`src/rtl/multicycle_controller_if.sv`:
```
// rtl/multicycle_controller_if.sv - control bus between the multicycle FSM and the datapath
interface multicycle_controller_if;
    logic [6:0] op;
    logic [2:0] funct3;
    logic       zero;
    logic       mem_ready;
    logic       pc_write;
    logic       adr_src;
    logic       mem_write;
    logic       ir_write;
    logic [1:0] result_src;
    logic [1:0] alu_src_a;
    logic [1:0] alu_src_b;
    logic [1:0] alu_op;
    logic [1:0] imm_src;
    logic       reg_write;
    logic       illegal_op;
    logic [3:0] state;

    modport master (
        input  op, funct3, zero, mem_ready,
        output pc_write, adr_src, mem_write, ir_write, result_src,
               alu_src_a, alu_src_b, alu_op, imm_src, reg_write, illegal_op, state
    );

    modport slave (
        output op, funct3, zero, mem_ready,
        input  pc_write, adr_src, mem_write, ir_write, result_src,
               alu_src_a, alu_src_b, alu_op, imm_src, reg_write, illegal_op, state
    );
endinterface

```
`src/rtl/multicycle_controller.sv`:
```
// rtl/multicycle_controller.sv - multicycle RV32I main control FSM
module multicycle_controller (
    input  logic                    clk,
    input  logic                    rst_n,
    multicycle_controller_if.master bus
);
    typedef enum logic [3:0] {
        S_FETCH    = 4'd0,
        S_DECODE   = 4'd1,
        S_MEMADR   = 4'd2,
        S_MEMREAD  = 4'd3,
        S_MEMWB    = 4'd4,
        S_MEMWRITE = 4'd5,
        S_EXECUTER = 4'd6,
        S_ALUWB    = 4'd7,
        S_EXECUTEI = 4'd8,
        S_JAL      = 4'd9,
        S_BRANCH   = 4'd10
    } state_t;

    state_t     r_state;
    state_t     w_next;
    logic       w_pc_write;
    logic       w_adr_src;
    logic       w_mem_write;
    logic       w_ir_write;
    logic [1:0] w_result_src;
    logic [1:0] w_alu_src_a;
    logic [1:0] w_alu_src_b;
    logic [1:0] w_alu_op;
    logic       w_reg_write;
    logic       w_illegal_op;

    always_ff @(posedge clk or negedge rst_n) begin
        if (!rst_n) r_state <= S_FETCH;
        else        r_state <= w_next;
    end

    always_comb begin
        w_next       = S_FETCH;
        w_pc_write   = 1'b0;
        w_adr_src    = 1'b0;
        w_mem_write  = 1'b0;
        w_ir_write   = 1'b0;
        w_result_src = 2'b00;
        w_alu_src_a  = 2'b00;
        w_alu_src_b  = 2'b00;
        w_alu_op     = 2'b00;
        w_reg_write  = 1'b0;
        w_illegal_op = 1'b0;
        case (r_state)
            S_FETCH: begin
                w_alu_src_b  = 2'b10;
                w_result_src = 2'b10;
                w_ir_write   = bus.mem_ready;
                w_pc_write   = bus.mem_ready;
                w_next       = bus.mem_ready ? S_DECODE : S_FETCH;
            end
            S_DECODE: begin
                // Precompute branch target PC+imm into ALUOut
                w_alu_src_a = 2'b01;
                w_alu_src_b = 2'b01;
                case (bus.op)
                    7'b0000011, 7'b0100011: w_next = S_MEMADR;
                    7'b0110011:             w_next = S_EXECUTER;
                    7'b0010011:             w_next = S_EXECUTEI;
                    7'b1101111:             w_next = S_JAL;
                    7'b1100011:             w_next = S_BRANCH;
                    default: begin
                        w_next       = S_FETCH;
                        w_illegal_op = 1'b1;
                    end
                endcase
            end
            S_MEMADR: begin
                w_alu_src_a = 2'b10;
                w_alu_src_b = 2'b01;
                w_next      = bus.op[5] ? S_MEMWRITE : S_MEMREAD;
            end
            S_MEMREAD: begin
                w_adr_src = 1'b1;
                w_next    = bus.mem_ready ? S_MEMWB : S_MEMREAD;
            end
            S_MEMWB: begin
                w_result_src = 2'b01;
                w_reg_write  = 1'b1;
            end
            S_MEMWRITE: begin
                w_adr_src   = 1'b1;
                w_mem_write = 1'b1;
                w_next      = bus.mem_ready ? S_FETCH : S_MEMWRITE;
            end
            S_EXECUTER: begin
                w_alu_src_a = 2'b10;
                w_alu_op    = 2'b10;
                w_next      = S_ALUWB;
            end
            S_EXECUTEI: begin
                w_alu_src_a = 2'b10;
                w_alu_src_b = 2'b01;
                w_alu_op    = 2'b10;
                w_next      = S_ALUWB;
            end
            S_ALUWB: begin
                w_reg_write = 1'b1;
            end
            S_JAL: begin
                w_alu_src_a = 2'b01;
                w_alu_src_b = 2'b10;
                w_pc_write  = 1'b1;
                w_next      = S_ALUWB;
            end
            S_BRANCH: begin
                // funct3[0] inverts the sense so one path serves beq and bne
                w_alu_src_a = 2'b10;
                w_alu_op    = 2'b01;
                w_pc_write  = bus.zero ^ bus.funct3[0];
            end
            default: w_next = S_FETCH;
        endcase
    end

    always_comb begin
        case (bus.op)
            7'b0100011: bus.imm_src = 2'b01;
            7'b1100011: bus.imm_src = 2'b10;
            7'b1101111: bus.imm_src = 2'b11;
            default:    bus.imm_src = 2'b00;
        endcase
    end

    // Enables are forced low while reset is held; state is already FETCH so selects follow
    assign bus.pc_write   = rst_n & w_pc_write;
    assign bus.ir_write   = rst_n & w_ir_write;
    assign bus.mem_write  = rst_n & w_mem_write;
    assign bus.reg_write  = rst_n & w_reg_write;
    assign bus.illegal_op = rst_n & w_illegal_op;
    assign bus.adr_src    = w_adr_src;
    assign bus.result_src = w_result_src;
    assign bus.alu_src_a  = w_alu_src_a;
    assign bus.alu_src_b  = w_alu_src_b;
    assign bus.alu_op     = w_alu_op;
    assign bus.state      = r_state;
endmodule

```
`src/flat_wrapper.sv`:
```
// flat-port wrapper written by rule: the top's interface ports become plain ports
module multicycle_controller_flat 
  (clk, rst_n, bus_op, bus_funct3, bus_zero, bus_mem_ready, bus_pc_write, bus_adr_src, bus_mem_write, bus_ir_write, bus_result_src, bus_alu_src_a, bus_alu_src_b, bus_alu_op, bus_imm_src, bus_reg_write, bus_illegal_op, bus_state);
  multicycle_controller_if bus_i ();
  input  logic clk;
  input  logic rst_n;
  input wire logic [$bits(bus_i.op)-1:0] bus_op;
  input wire logic [$bits(bus_i.funct3)-1:0] bus_funct3;
  input wire logic [$bits(bus_i.zero)-1:0] bus_zero;
  input wire logic [$bits(bus_i.mem_ready)-1:0] bus_mem_ready;
  output wire logic [$bits(bus_i.pc_write)-1:0] bus_pc_write;
  output wire logic [$bits(bus_i.adr_src)-1:0] bus_adr_src;
  output wire logic [$bits(bus_i.mem_write)-1:0] bus_mem_write;
  output wire logic [$bits(bus_i.ir_write)-1:0] bus_ir_write;
  output wire logic [$bits(bus_i.result_src)-1:0] bus_result_src;
  output wire logic [$bits(bus_i.alu_src_a)-1:0] bus_alu_src_a;
  output wire logic [$bits(bus_i.alu_src_b)-1:0] bus_alu_src_b;
  output wire logic [$bits(bus_i.alu_op)-1:0] bus_alu_op;
  output wire logic [$bits(bus_i.imm_src)-1:0] bus_imm_src;
  output wire logic [$bits(bus_i.reg_write)-1:0] bus_reg_write;
  output wire logic [$bits(bus_i.illegal_op)-1:0] bus_illegal_op;
  output wire logic [$bits(bus_i.state)-1:0] bus_state;
  assign bus_i.op = bus_op;
  assign bus_i.funct3 = bus_funct3;
  assign bus_i.zero = bus_zero;
  assign bus_i.mem_ready = bus_mem_ready;
  assign bus_pc_write = bus_i.pc_write;
  assign bus_adr_src = bus_i.adr_src;
  assign bus_mem_write = bus_i.mem_write;
  assign bus_ir_write = bus_i.ir_write;
  assign bus_result_src = bus_i.result_src;
  assign bus_alu_src_a = bus_i.alu_src_a;
  assign bus_alu_src_b = bus_i.alu_src_b;
  assign bus_alu_op = bus_i.alu_op;
  assign bus_imm_src = bus_i.imm_src;
  assign bus_reg_write = bus_i.reg_write;
  assign bus_illegal_op = bus_i.illegal_op;
  assign bus_state = bus_i.state;
  multicycle_controller u_core (.clk(clk), .rst_n(rst_n), .bus(bus_i));
endmodule
```
`config.mk`:
```
export PLATFORM = sky130hd
export DESIGN_NAME = multicycle_controller_flat
export DESIGN_NICKNAME = d
export VERILOG_FILES = /design/src/rtl/multicycle_controller_if.sv /design/src/rtl/multicycle_controller.sv /design/src/flat_wrapper.sv
export SDC_FILE = /design/constraint.sdc
export NUM_CORES = 1
export LEC_CHECK = 0
export BUFFER_PORTS_ARGS = -buffer_cell sky130_fd_sc_hd__buf_2
export CORE_UTILIZATION = 30
export DETAILED_ROUTE_END_ITERATION = 16
export SETUP_SLACK_MARGIN = 0.05
export SLEW_MARGIN = 15
export SYNTH_ARGS = -nofsm -noshare
export SYNTH_HDL_FRONTEND = slang
export SYNTH_SLANG_ARGS = --single-unit
```
`constraint.sdc`:
```
create_clock -name clk -period 1.7 [get_ports clk]
set_input_delay 0.085 -clock clk [delete_from_list [all_inputs] [get_ports clk]]
set_output_delay 0.085 -clock clk [all_outputs]
set_load 0.05 [all_outputs]
```
==> results by group <==
Worst setup path
  • Reg2reg setup slack: 0.26 ns
  • RR Endpoint: u_core.bus.state[0]
  • Critical path peak fanout: 7
  • Reg-to-reg startpoint: u_core.bus.state[2]
  • Kind of critical path: flip-flop to output port
  • Worst setup EP type: output port
  • Worst EP required: 1.62 ns
  • Type of origin of the critical path: flip-flop
  • R2R depth: 3
  • Critical Path AT: 1.52 ns

Min path
  • Min-Delay Endpoint: u_core.bus.state[2]
  • Min-delay src: bus_op[5]
  • Hold depth: 3
  • Hold crit path type: input port to flip-flop

STA
  • RSZ-0062 raised after global routing: yes
  • Max Fclk: 0.623 GHz
  • Tightest Pin Transition: 0.338 ns
  • Tmin final: 1.61 ns
  • Worst hold margin: ~0.20 ns
  • Relative slew slack: 0.773
  • Final Slew Violations: 0
  • Final Hold Vio Count: 0
  • Setup Viol. Count Final: 0
  • Clk_skew: a little over 0.003 ns
  • Final period util: 0.945
  • Setup WS post-layout: 0.0941 ns

Synthesis
  • Synth Area per Inst: a little under 7 µm²
  • Synth Net Count: slightly above 90
  • Cell count after synthesis: 77
  • Async SR Flop Fraction: 1.00
  • Synth Flop Type: dfrtp_1
  • Seq cells post-synth: 4
  • Number of flops mapped to enable cells by yosys: 0
  • Unique masters post-synth: 27
  • Synth Cell Area: about 520 µm²
  • Synth warnings: 0
  • Seq/Total Area, Yosys: 0.192

CTS
  • TritonCTS clock tree: built
  • Clock-pin slew on the worst setup and hold paths: roughly 0.040 ns
  • Cts bufs inserted: 3
  • Clock root buffer: clkbuf_4
  • Clk sink count: 4
  • H-Tree Depth: 1
  • Clk_lat worst skew: ~0.23 ns
  • Deepest clock path buffer count: 2

Detailed routing
  • DR vias/cell: 5.25
  • Routed wire length: ~1700 µm
  • Initial DRC Count: 17
  • DRT met1 WL: just over 700 µm
  • DR pass1 iterations: 10
  • WL met2: 903 µm
  • Via count: approximately 750
  • Met3 wire len: approximately 78 µm
  • Detailed-route DRC error count: 4
  • Final ANT Viol Nets: 0
  • Wire per inst: around 12 µm
  • Top layer used by detailed routing: met4

Pwr
  • Maximum resistive drop on vdd: 0.549 mV
  • Overall Power: ~760 µW
  • P_leak: approximately 0.48 nW
  • Pwr per Cell Area: between 700 and 800 nW/µm²

Place
  • Port bufs: 31
  • Placed insts: between 100 and 150
  • DP Worst Slack: 0.157 ns
  • GP Congestion: just under 0.8
  • HPWL after DPL: 1260 µm

Flow run
  • Max-capacitance violation count: 0

Die
  • Die area: between 1500 and 2000 µm²
  • Core box area: about 1600 µm²
  • Die Span Y: about 44 µm
  • Num rows: 14
  • Die Wd: around 44 µm
  • I/O pin cnt: 34
  • Starting Density: 0.335

GRT
  • Vias in the first global route: 683
  • Total GRT Usage: 0.197
  • First-pass GRT wire length: between 2000 and 3000 µm
  • Initial antenna violation count: 0
  • Pin count of the biggest net entering global routing: 12
  • Gr ovfl total: 0

Layout
  • FILL cells: around 140
  • Fin cells: roughly 140
  • # diodes: 0
  • Finished Core Util: 0.655
  • Layout cells sized above 1: 0.611
  • Number of flip-flops in the largest register: 4
  • Final nets: between 100 and 150
  • Area delta synth->final: 95.7%

Status
  • Status: finished with violations
  • Failing checks: design-rule violations
==> synth_stat cells (2+ instances only) <==
master,count,share of area
nor3_1,8,0.077
nand2b_1,5,0.060
a31oi_1,2,0.024
a21oi_1,5,0.048
nor3b_1,3,0.043
nor4_1,3,0.036
o21ai_0,4,0.038
inv_1,5,0.036
nor2_1,5,0.036
buf_2,3,0.029
dfrtp_1,4,0.19
nand2_1,7,0.050
o21a_1,2,0.029
nor2b_1,5,0.060
and3_1,2,0.024
xnor2_1,3,0.050
==> logic make-up (layout without fill, tap and decap cells) <==
| kind of cell | Yosys count | in the layout | synth area share |
|---|---|---|---|
| DFF | 4 | 4 | 0.192 |
| AOI/OAI and AO/OA | 17 | 17 | 0.216 |
| xor gates and xnor gates | 4 | 4 | 0.0672 |
| buffers and inverters | 9 | 58 | 0.0719 |
| and+or+nand+nor | 43 | 43 | 0.453 |
==> worst max-delay path, cell delays in order, from the launching register on <==
cell,delay [ns]
dfrtp_2,0.46
buf_6,0.16
nor4_4,0.30
and3_4,0.23
buf_8,0.14
==> placed cells by master (no fill, tap or decap), types with 2 or more instances in the layout <==
| master | n |
|---|---|
| nor2_2 | 2 |
| nor3_1 | 3 |
| nor2_1 | 3 |
| xnor2_1 | 3 |
| o21a_1 | 2 |
| dfrtp_2 | 4 |
| buf_2 | 25 |
| nor3_4 | 3 |
| clkbuf_4 | 6 |
| o21ai_0 | 4 |
| nor3b_4 | 2 |
| nor2b_2 | 4 |
| nand2_1 | 6 |
| a31oi_1 | 2 |
| a21oi_1 | 4 |
| nor4_1 | 2 |
| nand2b_1 | 4 |
| inv_1 | 5 |
| buf_4 | 15 |
| buf_6 | 4 |
| nor3_2 | 2 |
==> worst max-delay path by stage <==
stage	startpoint	end	slack, ns	cells past startpoint
2_1_floorplan	u_core.bus.state[1]	bus_ir_write	-0.18	3
3_3_place_gp	u_core.bus.state[1]	bus_illegal_op	0.17	5
3_5_place_dp	u_core.bus.state[1]	bus_illegal_op	0.16	5
4_1_cts	u_core.bus.state[1]	bus_illegal_op	0.03	5
5_1_grt	u_core.bus.state[3]	bus_ir_write	0.03	4
6_report	u_core.bus.state[3]	bus_ir_write	0.09	4
==> report_power, final <==
part	internal, mW	total (mW)	switching [mW]
sequential	0.106	0.121	0.0155
clock	0.0789	0.117	0.0376
combinational	0.195	0.519	0.324
==> area by class of cell <==
class	count	area, µm²	share of cell area
Inverter	5	18.8	0.0184
Sequential cell	4	105	0.103
Timing Repair Buffer	50	350	0.343
Multi-Input combinational cell	64	504	0.494
Tap cell	16	20.0	0.0196
Clock buffer	3	22.5	0.0221
==> timing repair <==
action	CTS	global route
cloned	0	0
setup buffers	4	9
endpoints found under the setup margin	7	11
pin swaps	0	4
gates resized for setup	5	14
hold buffers	1	0
hold endpoints to repair	4	0
==> routing by layer <==
layer / GRT usage / up-vias
li1: - / 373
met3: 0.0250 / 2
met2: 0.361 / 26
met5: 0 / -
met4: 0.0563 / 0
met1: 0.238 / 345
==> per-stage QoR <==
stage	TNS (ns)	area, µm²
detailed placement	0	828
global route	0	1020
global placement	0	828
CTS	0	915
floorplan	-0.272	647
finish	0	1020
Note: power is estimated with default switching activity, not from simulation.
